`config.mk`:
```
export PLATFORM = sky130hd
export DESIGN_NAME = simple_axi_arbiter_flat
export DESIGN_NICKNAME = d
export VERILOG_FILES = /design/src/rtl/simple_axi_pkg.sv /design/src/rtl/simple_axi_arbiter_if.sv /design/src/rtl/simple_axi_arbiter_rr_pick.sv /design/src/rtl/simple_axi_arbiter.sv /design/src/flat_wrapper.sv
export SDC_FILE = /design/constraint.sdc
export NUM_CORES = 1
export LEC_CHECK = 0
export BUFFER_PORTS_ARGS = -buffer_cell sky130_fd_sc_hd__buf_2
export CORE_AREA = 5 5 160 162
export CTS_BUF_LIST = sky130_fd_sc_hd__clkbuf_4 sky130_fd_sc_hd__clkbuf_8
export DETAILED_ROUTE_END_ITERATION = 8
export DIE_AREA = 0 0 165 167
export PLACE_DENSITY = 0.62
export SYNTH_ARGS = -nofsm -noshare
export SYNTH_HDL_FRONTEND = slang
export SYNTH_SLANG_ARGS = --single-unit
export TNS_END_PERCENT = 1
```
`constraint.sdc`:
```
create_clock -name i_clk -period 2.17 [get_ports i_clk]
set_input_delay 0.217 -clock i_clk [delete_from_list [all_inputs] [get_ports i_clk]]
set_output_delay 0.217 -clock i_clk [all_outputs]
set_load 0.01 [all_outputs]
```
`src/rtl/simple_axi_pkg.sv`:
```
// Shared definitions for the simple_axi internal bus: op codes, response codes
// and the arbiter state encoding.
package simple_axi_pkg;

  localparam logic [1:0] RW_NOP   = 2'b00;
  localparam logic [1:0] RW_WRITE = 2'b01;
  localparam logic [1:0] RW_READ  = 2'b10;
  localparam logic [1:0] RW_RSVD  = 2'b11;

  localparam logic [1:0] RESP_OKAY   = 2'b00;
  localparam logic [1:0] RESP_EXOKAY = 2'b01;
  localparam logic [1:0] RESP_SLVERR = 2'b10;
  localparam logic [1:0] RESP_DECERR = 2'b11;

  typedef enum logic [2:0] {
    A_IDLE   = 3'd0,
    A_ISSUE  = 3'd1,
    A_BUSY   = 3'd2,
    A_DONE   = 3'd3,
    A_REJECT = 3'd4
  } arb_state_t;

  // Next index after idx in a ring of n slots.
  function automatic int rr_wrap(input int idx, input int n);
    return (idx + 1 >= n) ? 0 : idx + 1;
  endfunction

endpackage

```
`src/rtl/simple_axi_arbiter_if.sv`:
```
// Bundle of the requester-side and master-side signals of simple_axi_arbiter.
// Signal directions are named from the arbiter's point of view.
interface simple_axi_arbiter_if #(
  parameter int NUM_REQ    = 4,
  parameter int DATA_WIDTH = 32,
  parameter int ADDR_WIDTH = 32
);

  logic [2*NUM_REQ-1:0]          i_req_rw;
  logic [ADDR_WIDTH*NUM_REQ-1:0] i_req_addr;
  logic [DATA_WIDTH*NUM_REQ-1:0] i_req_wdata;
  logic [NUM_REQ-1:0]            o_req_wait;
  logic [NUM_REQ-1:0]            o_req_done;
  logic [DATA_WIDTH-1:0]         o_req_rdata;
  logic                          o_req_error;
  logic                          o_req_invalid;
  logic [$clog2(NUM_REQ)-1:0]    o_grant;

  logic [ADDR_WIDTH-1:0]         o_m_addr;
  logic [DATA_WIDTH-1:0]         o_m_wdata;
  logic [1:0]                    o_m_rw;
  logic                          o_m_clear_done;
  logic [DATA_WIDTH-1:0]         i_m_rdata;
  logic                          i_m_wait;
  logic                          i_m_done;
  logic                          i_m_error;
  logic                          i_m_invalid;

  // Arbiter side: owns the requester responses and drives the master port.
  modport master (
    input  i_req_rw, i_req_addr, i_req_wdata,
    output o_req_wait, o_req_done, o_req_rdata, o_req_error, o_req_invalid, o_grant,
    output o_m_addr, o_m_wdata, o_m_rw, o_m_clear_done,
    input  i_m_rdata, i_m_wait, i_m_done, i_m_error, i_m_invalid
  );

  // Environment side: requesters plus the simple_axi_master behind the arbiter.
  modport slave (
    output i_req_rw, i_req_addr, i_req_wdata,
    input  o_req_wait, o_req_done, o_req_rdata, o_req_error, o_req_invalid, o_grant,
    input  o_m_addr, o_m_wdata, o_m_rw, o_m_clear_done,
    output i_m_rdata, i_m_wait, i_m_done, i_m_error, i_m_invalid
  );

endinterface

```
`src/rtl/simple_axi_arbiter_rr_pick.sv`:
```
// Combinational round-robin select: first asserted request at or after the
// pointer, wrapping modulo NUM_REQ.
module rr_pick #(
  parameter int NUM_REQ = 4,
  parameter int IDX_W   = $clog2(NUM_REQ)
) (
  input  logic [NUM_REQ-1:0] i_req,
  input  logic [IDX_W-1:0]   i_ptr,
  output logic [IDX_W-1:0]   o_idx,
  output logic               o_valid
);

  int               slot;
  logic [IDX_W-1:0] cand;

  // Scan from the pointer; a wrap by subtraction keeps non-power-of-two sizes correct.
  always_comb begin
    o_idx   = '0;
    o_valid = 1'b0;
    slot    = 0;
    cand    = '0;
    for (int i = 0; i < NUM_REQ; i++) begin
      slot = int'(i_ptr) + i;
      if (slot >= NUM_REQ) begin
        slot = slot - NUM_REQ;
      end
      cand = IDX_W'(slot);
      if (!o_valid && i_req[cand]) begin
        o_valid = 1'b1;
        o_idx   = cand;
      end
    end
  end

endmodule

```
`src/rtl/simple_axi_arbiter.sv`:
```
// Round-robin arbiter sharing one simple_axi_master port between NUM_REQ
// requesters; each grant runs issue -> wait -> capture -> clear-done.
module simple_axi_arbiter
  import simple_axi_pkg::*;
#(
  parameter int NUM_REQ    = 4,
  parameter int DATA_WIDTH = 32,
  parameter int ADDR_WIDTH = 32
) (
  input logic                  i_clk,
  input logic                  i_rst_n,
  simple_axi_arbiter_if.master bus
);

  localparam int IDX_W = $clog2(NUM_REQ);

  arb_state_t state;
  arb_state_t state_nxt;

  logic [1:0]            req_rw    [NUM_REQ];
  logic [ADDR_WIDTH-1:0] req_addr  [NUM_REQ];
  logic [DATA_WIDTH-1:0] req_wdata [NUM_REQ];
  logic [NUM_REQ-1:0]    req_pend;

  logic [IDX_W-1:0]      pick_idx;
  logic                  pick_valid;

  logic [IDX_W-1:0]      grant;
  logic [IDX_W-1:0]      rr_ptr;
  logic [1:0]            gnt_rw;
  logic [ADDR_WIDTH-1:0] addr_q;
  logic [DATA_WIDTH-1:0] wdata_q;
  logic [DATA_WIDTH-1:0] rdata_q;
  logic                  error_q;
  logic                  invalid_q;
  logic [NUM_REQ-1:0]    done_q;

  logic [1:0]            m_rw;
  logic                  m_clear_done;

  // A requester still showing its op during its own done pulse is not re-granted.
  for (genvar g = 0; g < NUM_REQ; g++) begin : g_req
    assign req_rw[g]    = bus.i_req_rw[2*g +: 2];
    assign req_addr[g]  = bus.i_req_addr[ADDR_WIDTH*g +: ADDR_WIDTH];
    assign req_wdata[g] = bus.i_req_wdata[DATA_WIDTH*g +: DATA_WIDTH];
    assign req_pend[g]  = (req_rw[g] != RW_NOP) && !done_q[g];
  end

  rr_pick #(
    .NUM_REQ (NUM_REQ),
    .IDX_W   (IDX_W)
  ) u_rr_pick (
    .i_req   (req_pend),
    .i_ptr   (rr_ptr),
    .o_idx   (pick_idx),
    .o_valid (pick_valid)
  );

  always_ff @(posedge i_clk or negedge i_rst_n) begin
    if (!i_rst_n) begin
      state <= A_IDLE;
    end else begin
      state <= state_nxt;
    end
  end

  always_comb begin
    state_nxt = A_IDLE;
    case (state)
      A_IDLE: begin
        if (pick_valid) begin
          state_nxt = (req_rw[pick_idx] == RW_RSVD) ? A_REJECT : A_ISSUE;
        end
      end
      A_ISSUE:  state_nxt = A_BUSY;
      A_BUSY:   state_nxt = bus.i_m_done ? A_DONE : A_BUSY;
      A_DONE:   state_nxt = A_IDLE;
      A_REJECT: state_nxt = A_IDLE;
      default:  state_nxt = A_IDLE;
    endcase
  end

  always_comb begin
    m_rw         = RW_NOP;
    m_clear_done = 1'b0;
    case (state)
      A_ISSUE: m_rw         = gnt_rw;
      A_DONE:  m_clear_done = 1'b1;
      default: ;
    endcase
  end

  // Status from the master is only valid in its first done cycle, hence the capture in A_BUSY.
  always_ff @(posedge i_clk or negedge i_rst_n) begin
    if (!i_rst_n) begin
      grant     <= '0;
      rr_ptr    <= '0;
      gnt_rw    <= RW_NOP;
      addr_q    <= '0;
      wdata_q   <= '0;
      rdata_q   <= '0;
      error_q   <= 1'b0;
      invalid_q <= 1'b0;
      done_q    <= '0;
    end else begin
      done_q <= '0;
      case (state)
        A_IDLE: begin
          if (pick_valid) begin
            grant   <= pick_idx;
            gnt_rw  <= req_rw[pick_idx];
            addr_q  <= req_addr[pick_idx];
            wdata_q <= req_wdata[pick_idx];
          end
        end
        A_BUSY: begin
          if (bus.i_m_done) begin
            error_q   <= bus.i_m_error;
            invalid_q <= bus.i_m_invalid;
          end
        end
        A_DONE: begin
          rdata_q       <= bus.i_m_rdata;
          done_q[grant] <= 1'b1;
          rr_ptr        <= IDX_W'(rr_wrap(int'(grant), NUM_REQ));
        end
        A_REJECT: begin
          error_q       <= 1'b1;
          invalid_q     <= 1'b1;
          done_q[grant] <= 1'b1;
          rr_ptr        <= IDX_W'(rr_wrap(int'(grant), NUM_REQ));
        end
        default: ;
      endcase
    end
  end

  assign bus.o_req_wait     = req_pend;
  assign bus.o_req_done     = done_q;
  assign bus.o_req_rdata    = rdata_q;
  assign bus.o_req_error    = error_q;
  assign bus.o_req_invalid  = invalid_q;
  assign bus.o_grant        = grant;
  assign bus.o_m_addr       = addr_q;
  assign bus.o_m_wdata      = wdata_q;
  assign bus.o_m_rw         = m_rw;
  assign bus.o_m_clear_done = m_clear_done;

endmodule

```
`src/flat_wrapper.sv`:
```
// flat-port wrapper written by rule: the top's interface ports become plain ports
module simple_axi_arbiter_flat import simple_axi_pkg::*;
#(
  parameter int NUM_REQ    = 4,
  parameter int DATA_WIDTH = 32,
  parameter int ADDR_WIDTH = 32
)
  (i_clk, i_rst_n, bus_i_req_rw, bus_i_req_addr, bus_i_req_wdata, bus_o_req_wait, bus_o_req_done, bus_o_req_rdata, bus_o_req_error, bus_o_req_invalid, bus_o_grant, bus_o_m_addr, bus_o_m_wdata, bus_o_m_rw, bus_o_m_clear_done, bus_i_m_rdata, bus_i_m_wait, bus_i_m_done, bus_i_m_error, bus_i_m_invalid);
  simple_axi_arbiter_if #(.NUM_REQ(NUM_REQ), .DATA_WIDTH(DATA_WIDTH), .ADDR_WIDTH(ADDR_WIDTH)) bus_i ();
  input logic i_clk;
  input logic i_rst_n;
  input wire logic [$bits(bus_i.i_req_rw)-1:0] bus_i_req_rw;
  input wire logic [$bits(bus_i.i_req_addr)-1:0] bus_i_req_addr;
  input wire logic [$bits(bus_i.i_req_wdata)-1:0] bus_i_req_wdata;
  output wire logic [$bits(bus_i.o_req_wait)-1:0] bus_o_req_wait;
  output wire logic [$bits(bus_i.o_req_done)-1:0] bus_o_req_done;
  output wire logic [$bits(bus_i.o_req_rdata)-1:0] bus_o_req_rdata;
  output wire logic [$bits(bus_i.o_req_error)-1:0] bus_o_req_error;
  output wire logic [$bits(bus_i.o_req_invalid)-1:0] bus_o_req_invalid;
  output wire logic [$bits(bus_i.o_grant)-1:0] bus_o_grant;
  output wire logic [$bits(bus_i.o_m_addr)-1:0] bus_o_m_addr;
  output wire logic [$bits(bus_i.o_m_wdata)-1:0] bus_o_m_wdata;
  output wire logic [$bits(bus_i.o_m_rw)-1:0] bus_o_m_rw;
  output wire logic [$bits(bus_i.o_m_clear_done)-1:0] bus_o_m_clear_done;
  input wire logic [$bits(bus_i.i_m_rdata)-1:0] bus_i_m_rdata;
  input wire logic [$bits(bus_i.i_m_wait)-1:0] bus_i_m_wait;
  input wire logic [$bits(bus_i.i_m_done)-1:0] bus_i_m_done;
  input wire logic [$bits(bus_i.i_m_error)-1:0] bus_i_m_error;
  input wire logic [$bits(bus_i.i_m_invalid)-1:0] bus_i_m_invalid;
  assign bus_i.i_req_rw = bus_i_req_rw;
  assign bus_i.i_req_addr = bus_i_req_addr;
  assign bus_i.i_req_wdata = bus_i_req_wdata;
  assign bus_o_req_wait = bus_i.o_req_wait;
  assign bus_o_req_done = bus_i.o_req_done;
  assign bus_o_req_rdata = bus_i.o_req_rdata;
  assign bus_o_req_error = bus_i.o_req_error;
  assign bus_o_req_invalid = bus_i.o_req_invalid;
  assign bus_o_grant = bus_i.o_grant;
  assign bus_o_m_addr = bus_i.o_m_addr;
  assign bus_o_m_wdata = bus_i.o_m_wdata;
  assign bus_o_m_rw = bus_i.o_m_rw;
  assign bus_o_m_clear_done = bus_i.o_m_clear_done;
  assign bus_i.i_m_rdata = bus_i_m_rdata;
  assign bus_i.i_m_wait = bus_i_m_wait;
  assign bus_i.i_m_done = bus_i_m_done;
  assign bus_i.i_m_error = bus_i_m_error;
  assign bus_i.i_m_invalid = bus_i_m_invalid;
  simple_axi_arbiter #(.NUM_REQ(NUM_REQ), .DATA_WIDTH(DATA_WIDTH), .ADDR_WIDTH(ADDR_WIDTH)) u_core (.i_clk(i_clk), .i_rst_n(i_rst_n), .bus(bus_i));
endmodule
```
Word-level counts from Yosys, hierarchy flattened
Cells that the tools add are included.

$lt $le $gt $ge: 12. Add/sub/neg operators: 8. Muxes and demuxes: 43. Eq/ne operators: 6. Bitwise gates (word level): 1. Reduce and logical (&&, ||, !) cells: 24.

Operator list (number): binary-select mux 32 bit (select 2 bit) (2); 2-to-1 mux 32 bit (4); 2-to-1 mux 2 bit (12); greater-or-equal comparator 3 bit, second input constant (5); < comparator 2 x 3 -> 1 bit, second input constant (5); 2-to-1 mux 1 bit (13); nonzero test 2 bit (5); one-hot mux 3 bit (3 select lines) (1); binary-select mux 1 bit (select 2 bit) (4); logical AND 1 bit (8); subtractor 2 x 1 -> 2 bit, second input constant (4); logical NOT 1 bit (7); adder 2 x 1 -> 3 bit, second input constant (2); adder 2 x 2 -> 3 bit, second input constant (2); == test 3 x 2 -> 1 bit, second input constant (2); 2-to-1 mux 3 bit (2); binary-select mux 2 bit (select 2 bit) (1); 2-to-1 mux 4 bit (1); one-hot mux 1 bit (2 select lines) (2); AND reduction 2 bit (2); == test 3 x 1 -> 1 bit, second input constant (1); == test 3 bit, second input constant (1); greater-or-equal comparator 2 x 3 -> 1 bit, second input constant (1); logical NOT 3 bit (1); other kinds (6) (6).

Input port bits: 302. Word-level logic and storage cells: 104. Flip-flop bits (word level): 111. Output and inout port bits: 111.

Depth between registers and ports, before layout
Depth in word-level cells: 22. Mapped depth: 10. Gate-level depth less buffers: 8.

Modules after synthesis
A second synthesis with hierarchy kept.

Cells, all modules: 364. Area total of the unflattened synthesis: 6060.8 um2.

Modules (own cells, without submodules): simple_axi_arbiter (seq. area each 2777.7 um2, times used 1, cells an instance 349, area each 5983.2 um2); rr_pick (seq. area each 0.0 um2, times used 1, cells an instance 15, area each 77.6 um2).

Worst setup path after synthesis
Ideal clock, no wire load.

Path type: register to register. Start point: register u_core.done_q[0], in the netlist u_core.bus.o_req_done[0]. End point: register u_core.state[0]. Buffers on the path: 2. Period minus slack after synthesis: 1.996 ns. Slack: 0.174 ns. Library setup time: 0.127 ns. Data arrival time: 1.869 ns. Data required time: 2.043 ns. Cell stages (with the launch flop): 10. Cell sequence: dfrtp_1 -> o21ba_2 -> mux2i_2 -> o221ai_4 -> buf_6 -> buf_8 -> mux2i_1 -> mux2_2 -> nor2_1 -> o22ai_1.

Word-level cells in the longest chain between the ends: 22. Elaborated cells on any way between the ends: 32. Classes of those cells: 1 x eq/ne; 22 x mux; 1 x bitwise; 8 x reduce/logical.

Ends and longest elaborated chain: start: declaration (line simple_axi_arbiter.sv:36) `logic [NUM_REQ-1:0] done_q;`; start signal: assignment (line simple_axi_arbiter.sv:104) `done_q <= '0;`; start signal: assignment (line simple_axi_arbiter.sv:106) `done_q <= '0;`; start signal: indexed assignment (line simple_axi_arbiter.sv:124) `done_q[grant] <= 1'b1;`; logical NOT 1 bit * (line simple_axi_arbiter.sv:46) `assign req_pend[g] = (req_rw[g] != RW_NOP) && !done_q[g];`; logical AND 1 bit * (line simple_axi_arbiter.sv:46); net bus_o_req_wait[0] (line flat_wrapper.sv:15) `output wire logic [$bits(bus_i.o_req_wait)-1:0] bus_o_req_wait;`; binary-select mux 1 bit (select 2 bit) (line simple_axi_arbiter_rr_pick.sv:28) `if (!o_valid && i_req[cand]) begin`; 2-to-1 mux 1 bit (not written as such) (line simple_axi_arbiter_rr_pick.sv:28); 2-to-1 mux 1 bit (line simple_axi_arbiter_rr_pick.sv:28); logical NOT 1 bit (line simple_axi_arbiter_rr_pick.sv:28); logical AND 1 bit (line simple_axi_arbiter_rr_pick.sv:28); [7 not listed]; NOT 2 -> 3 bit (not written as such) (line simple_axi_arbiter.sv:72) `state_nxt = (req_rw[pick_idx] == RW_RSVD) ? A_REJECT : A_ISSUE;`; binary-select mux 2 bit (select 2 bit) (line simple_axi_arbiter.sv:72); 2-to-1 mux 2 bit (not written as such) (2 in a row) (line simple_axi_arbiter.sv:72); == test 2 bit (line simple_axi_arbiter.sv:72); 2-to-1 mux 3 bit (line simple_axi_arbiter.sv:72); 2-to-1 mux 3 bit * (line simple_axi_arbiter.sv:71) `if (pick_valid) begin`; one-hot mux 3 bit (3 select lines) * (line simple_axi_arbiter.sv:69) `case (state)`; net u_core.state_nxt[0] (line simple_axi_arbiter.sv:18) `arb_state_t state_nxt;`; end signal: assignment (line simple_axi_arbiter.sv:63) `state <= state_nxt;`; end: declaration (line simple_axi_arbiter.sv:17) `arb_state_t state;`.

The timed path passes the listed nets; every way through them passes the cells marked *. The select of a mux whose other input is x is not followed. A chain may end at the register's enable or synchronous reset.

Worst setup path in the final report
Start point: register u_core.done_q[2], in the netlist u_core.bus.o_req_done[2]. End point: register u_core.state[0].

Word-level cells in the longest chain between the ends: 22. Elaborated cells on any way between the ends: 32. Classes of those cells: 1 x eq/ne; 22 x mux; 1 x bitwise; 8 x reduce/logical.

Ends and longest elaborated chain (line): logical NOT 1 bit * (simple_axi_arbiter.sv:46); logical AND 1 bit * (simple_axi_arbiter.sv:46); binary-select mux 1 bit (select 2 bit) (simple_axi_arbiter_rr_pick.sv:28); 2-to-1 mux 1 bit (not written as such) (simple_axi_arbiter_rr_pick.sv:28); 2-to-1 mux 1 bit (simple_axi_arbiter_rr_pick.sv:28); logical NOT 1 bit (simple_axi_arbiter_rr_pick.sv:28); logical AND 1 bit (simple_axi_arbiter_rr_pick.sv:28); 2-to-1 mux 1 bit (simple_axi_arbiter_rr_pick.sv:28); [6 not listed]; NOT 2 -> 3 bit (not written as such) (simple_axi_arbiter.sv:72); binary-select mux 2 bit (select 2 bit) (simple_axi_arbiter.sv:72); 2-to-1 mux 2 bit (not written as such) (2 in a row) (simple_axi_arbiter.sv:72); == test 2 bit (simple_axi_arbiter.sv:72); 2-to-1 mux 3 bit (simple_axi_arbiter.sv:72); 2-to-1 mux 3 bit * (simple_axi_arbiter.sv:71); one-hot mux 3 bit (3 select lines) * (simple_axi_arbiter.sv:69); net u_core.state_nxt[0] (simple_axi_arbiter.sv:18).

Marks and branches as above.

==> flow_metrics.env <==
export IMPL_syn_nets=1035
export IMPL_vdd_drop_max_mv=0.598
export IMPL_leakage_uw=0.00548
export IMPL_skew_ns=0.0186
export IMPL_die_area_sq_mm=0.0276
export IMPL_cpPeakStageDelay_ns=0.41
export IMPL_overflow=0
export IMPL_root_buffer="clkbuf_8"
export IMPL_initial_core_util_pct=27.0
export IMPL_groute_usage_overall_pct=16.6
export IMPL_core_sq_mm=0.0240
export IMPL_cts_sinks=111
export IMPL_power_density_mw_per_mm2=1560
export IMPL_p_clk_share_pct=8.6
export IMPL_post_synth_cell_area_avg_sq_um=8.88
export IMPL_holdPathStages=3
export IMPL_dp_cells=1449
export IMPL_worstMarginPinSlew_ns=0.574
export IMPL_path_clk_slew_ns=0.14
export IMPL_hold_end="u_core.bus.o_req_rdata[13]"
export IMPL_multiInputGateArea_sq_mm=0.00363
export IMPL_grt_pass1_vias=7238
export IMPL_ys_flop_type="dfrtp_1"
export IMPL_syn_inst=729
export IMPL_num_rows=57
export IMPL_drt_iter0_drc=455
export IMPL_grt_max_degree=68
export IMPL_yosysTopAreaCell="dfrtp_1"
export IMPL_io_pins=413
export IMPL_dp_hpwl_um=18300
export IMPL_status="completed"
export IMPL_clock_path_buffers=2
export IMPL_worstPathArrival_ns=2.46
export IMPL_slew_headroom_pct=61.7
export IMPL_hold_viol_final=0
export IMPL_num_vias=7382
export IMPL_wirelength_um=27200
export IMPL_post_route_drc_count=0
export IMPL_postPlaceCellArea_sq_mm=0.00913
export IMPL_netlist_area_leader_share_pct=42.9
export IMPL_nNetsFinal=1498
export IMPL_die_w_um=165
export IMPL_worst_path_most_repeated_cell="buf_6"
export IMPL_cts_tree="built"
export IMPL_internal_power_uw=8840
export IMPL_viasPerCell=4.85
export IMPL_yosys_top_cells_area="dfrtp_1 43%, nand2_1 13%, a311oi_1 8.7%"
export IMPL_finalCritPeriodShare_pct=100
export IMPL_syn_area_sq_mm=0.00647
export IMPL_rr_startpoint="u_core.bus.o_req_done[2]"
export IMPL_cp_cell_sequence="o21bai_4, inv_4, mux2i_4, o221ai_4, buf_6, buf_6, clkbuf_16, mux2i_1, mux2_4, nor2_2, o22ai_1"
export IMPL_final_max_slew_viol_count=0
export IMPL_p_sw_uw=7410
export IMPL_synth_seq_area_share_pct=42.9
export IMPL_pwr_share_comb_pct=68.6
export IMPL_worstPathMaxFanout=7
export IMPL_rr_worst_depth=11
export IMPL_setup_viol=0
export IMPL_grt_pass1_wl_um=36900
export IMPL_die_h_um=167
export IMPL_ant_nets=0
export IMPL_setup_tns_ns=0
export IMPL_cp_top_family="compound AO/OA/AOI/OAI gates"
export IMPL_fin_area_sq_mm=0.0104
export IMPL_portBuffers=411
export IMPL_timing_rr_end="u_core.state[0]"
export IMPL_clk_latency_ns=0.39
export IMPL_drive_gt1_share_pct=48.8
export IMPL_period_minus_slack_ns=2.17
export IMPL_ys_seq_elements=111
export IMPL_h_tree_depth=3
export IMPL_crit_cells=11
export IMPL_fillers=2349
export IMPL_synth_common_cells="232 x nand2_1, 111 x dfrtp_1, 64 x a21o_1, 64 x a311oi_1, 59 x a211oi_1"
export IMPL_cp_slowest_cell="dfrtp_1"
export IMPL_gp_congestion=0.826
export IMPL_yosysWarningCount=0
export IMPL_antenna_found_initial=2
export IMPL_synth_edf_count=0
export IMPL_critPathKind="reg2reg"
export IMPL_required_ns=2.46
export IMPL_maxCapViolCount=0
export IMPL_clock_fmax_mhz=461
export IMPL_grt_setup_unrepaired="yes"
export IMPL_dr_pass1_iters=5
export IMPL_start_kind="flip-flop"
export IMPL_r2r_slack_ns=0.0008
export IMPL_fin_cells=1522
export IMPL_seq_area_sq_mm=0.00278
export IMPL_yosysMostFrequentCell="nand2_1"
export IMPL_netlist_cell_type_count=46
export IMPL_p_seq_share_pct=22.8
export IMPL_hp_class="in2reg"
export IMPL_p_sw_share_pct=45.6
export IMPL_numCtsBuffers=9
export IMPL_synthArstFlopShare_pct=100
export IMPL_endpoint_kind="flip-flop"
export IMPL_hp_start="bus_i_m_rdata[13]"
export IMPL_area_growth_syn_to_layout_pct=60.6
export IMPL_routedWlPerCell_um=17.9
export IMPL_whs_ns=0.0364
export IMPL_worst_path_buf_inv=4
-- tightest hold or removal path, stage by stage --
cell and delay (ns):
buf_2 0.09, nand2_1 0.04, nand2_1 0.05
-- how the worst max path moves through the flow --
stage,start,end,slack [ns]
detailed placement,u_core.bus.o_req_done[2],u_core.bus.o_m_addr[2],-0.1
finish,u_core.bus.o_req_done[2],u_core.state[0],0.0008
floorplan,u_core.bus.o_req_done[0],u_core.state[0],0.17
global placement,bus_i_req_rw[5],u_core.bus.o_m_wdata[6],-0.05
global route,u_core.bus.o_req_done[2],u_core.state[0],-0.11
CTS,u_core.bus.o_req_done[2],u_core.bus.o_m_wdata[13],-0.002
-- power groups by stage --
stage / clock network [uW] / registers (uW) / logic [uW]
after floorplan: 0 / 4120 / 5330
after global placement: 0 / 3700 / 8960
after detailed placement: 0 / 3720 / 9060
after CTS: 1470 / 3710 / 9530
after global routing: 1550 / 3840 / 12100
final: 1390 / 3710 / 11200
-- kinds of logic after synthesis --
| kind of cell | synth area share, % |
|---|---|
| buffers and inverters | 5.90 |
| adders and majority gates | 0.773 |
| and+or+nand+nor | 21.8 |
| xor gates and xnor gates | 0.135 |
| muxes | 1.35 |
| DFF | 42.9 |
| AOI/OAI and AO/OA | 27.1 |
-- through the flow --
step	setup WS [ns]	power, uW	utilization [%]
after floorplan	0.174	9460	-
after global placement	-0.0543	12700	38.1
after detailed placement	-0.0994	12800	38.1
after CTS	-0.00205	14700	40.9
after global routing	-0.115	17500	43.4
final	0.000832	16300	43.4
-- placed cells by master, fill, tap and decap left out, drive strengths merged --
cell,synthesis,routed
buf,33,482
o21bai,2,2
and2,64,64
diode,0,1
a311oi,64,64
nand3b,1,1
inv,5,11
nor2b,5,5
clkinv,1,2
clkbuf,34,18
mux2i,5,5
nor2,7,7
nand3,1,1
o22a,4,4
o41ai,1,1
dfrtp,111,111
a21o,64,64
xnor2,1,1
a211oi,65,65
nand2,232,232
o21ai,7,7
dlygate4sd3,0,28
nor3,2,2
o21ba,1,1
a21oi,4,4
nor4bb,2,2
ha,4,4
o22ai,1,1
or2,1,1
o31ai,2,2
nand2b,1,1
mux2,3,3
o221ai,1,1
-- layer usage --
| metal | GRT usage, % | share of wire (%) | vias to the layer above |
|---|---|---|---|
| li1 | - | - | 3519 |
| met5 | 0 | 0 | - |
| met2 | 29.4 | 50 | 346 |
| met3 | 5.46 | 9.6 | 41 |
| met1 | 18.7 | 38 | 3476 |
| met4 | 4.81 | 1.9 | 0 |
-- registers in the layout (all words and copies together), names as in the netlist --
| name | count |
|---|---|
| u_core.bus.o_req_error | 1 |
| u_core.bus.o_m_addr | 32 |
| u_core.bus.o_req_done | 4 |
| u_core.bus.o_grant | 2 |
| u_core.bus.o_req_invalid | 1 |
| u_core.rr_ptr | 2 |
| u_core.bus.o_req_rdata | 32 |
| u_core.gnt_rw | 2 |
| u_core.bus.o_m_wdata | 32 |
| u_core.state | 3 |
-- cell type report --
class | count | area share (%)
antenna | 1 | 0.0241
clock buffer | 9 | 1.19
clock inverter | 7 | 0.903
inverter | 6 | 0.241
multi-input combinational | 545 | 35.0
sequential | 111 | 26.7
tap | 324 | 3.90
timing repair buffer | 519 | 32.1
-- timing repair --
item | 4_1_cts | 5_1_grt
setup buffers | 4 | 13
resized for setup | 20 | 54
pin swaps | 15 | 37
cloned | 2 | 9
endpoints found under the setup margin | 48 | 56
hold endpoints to repair | 138 | 0
hold buffers | 28 | 0
Power figures use the tool's default switching activity.
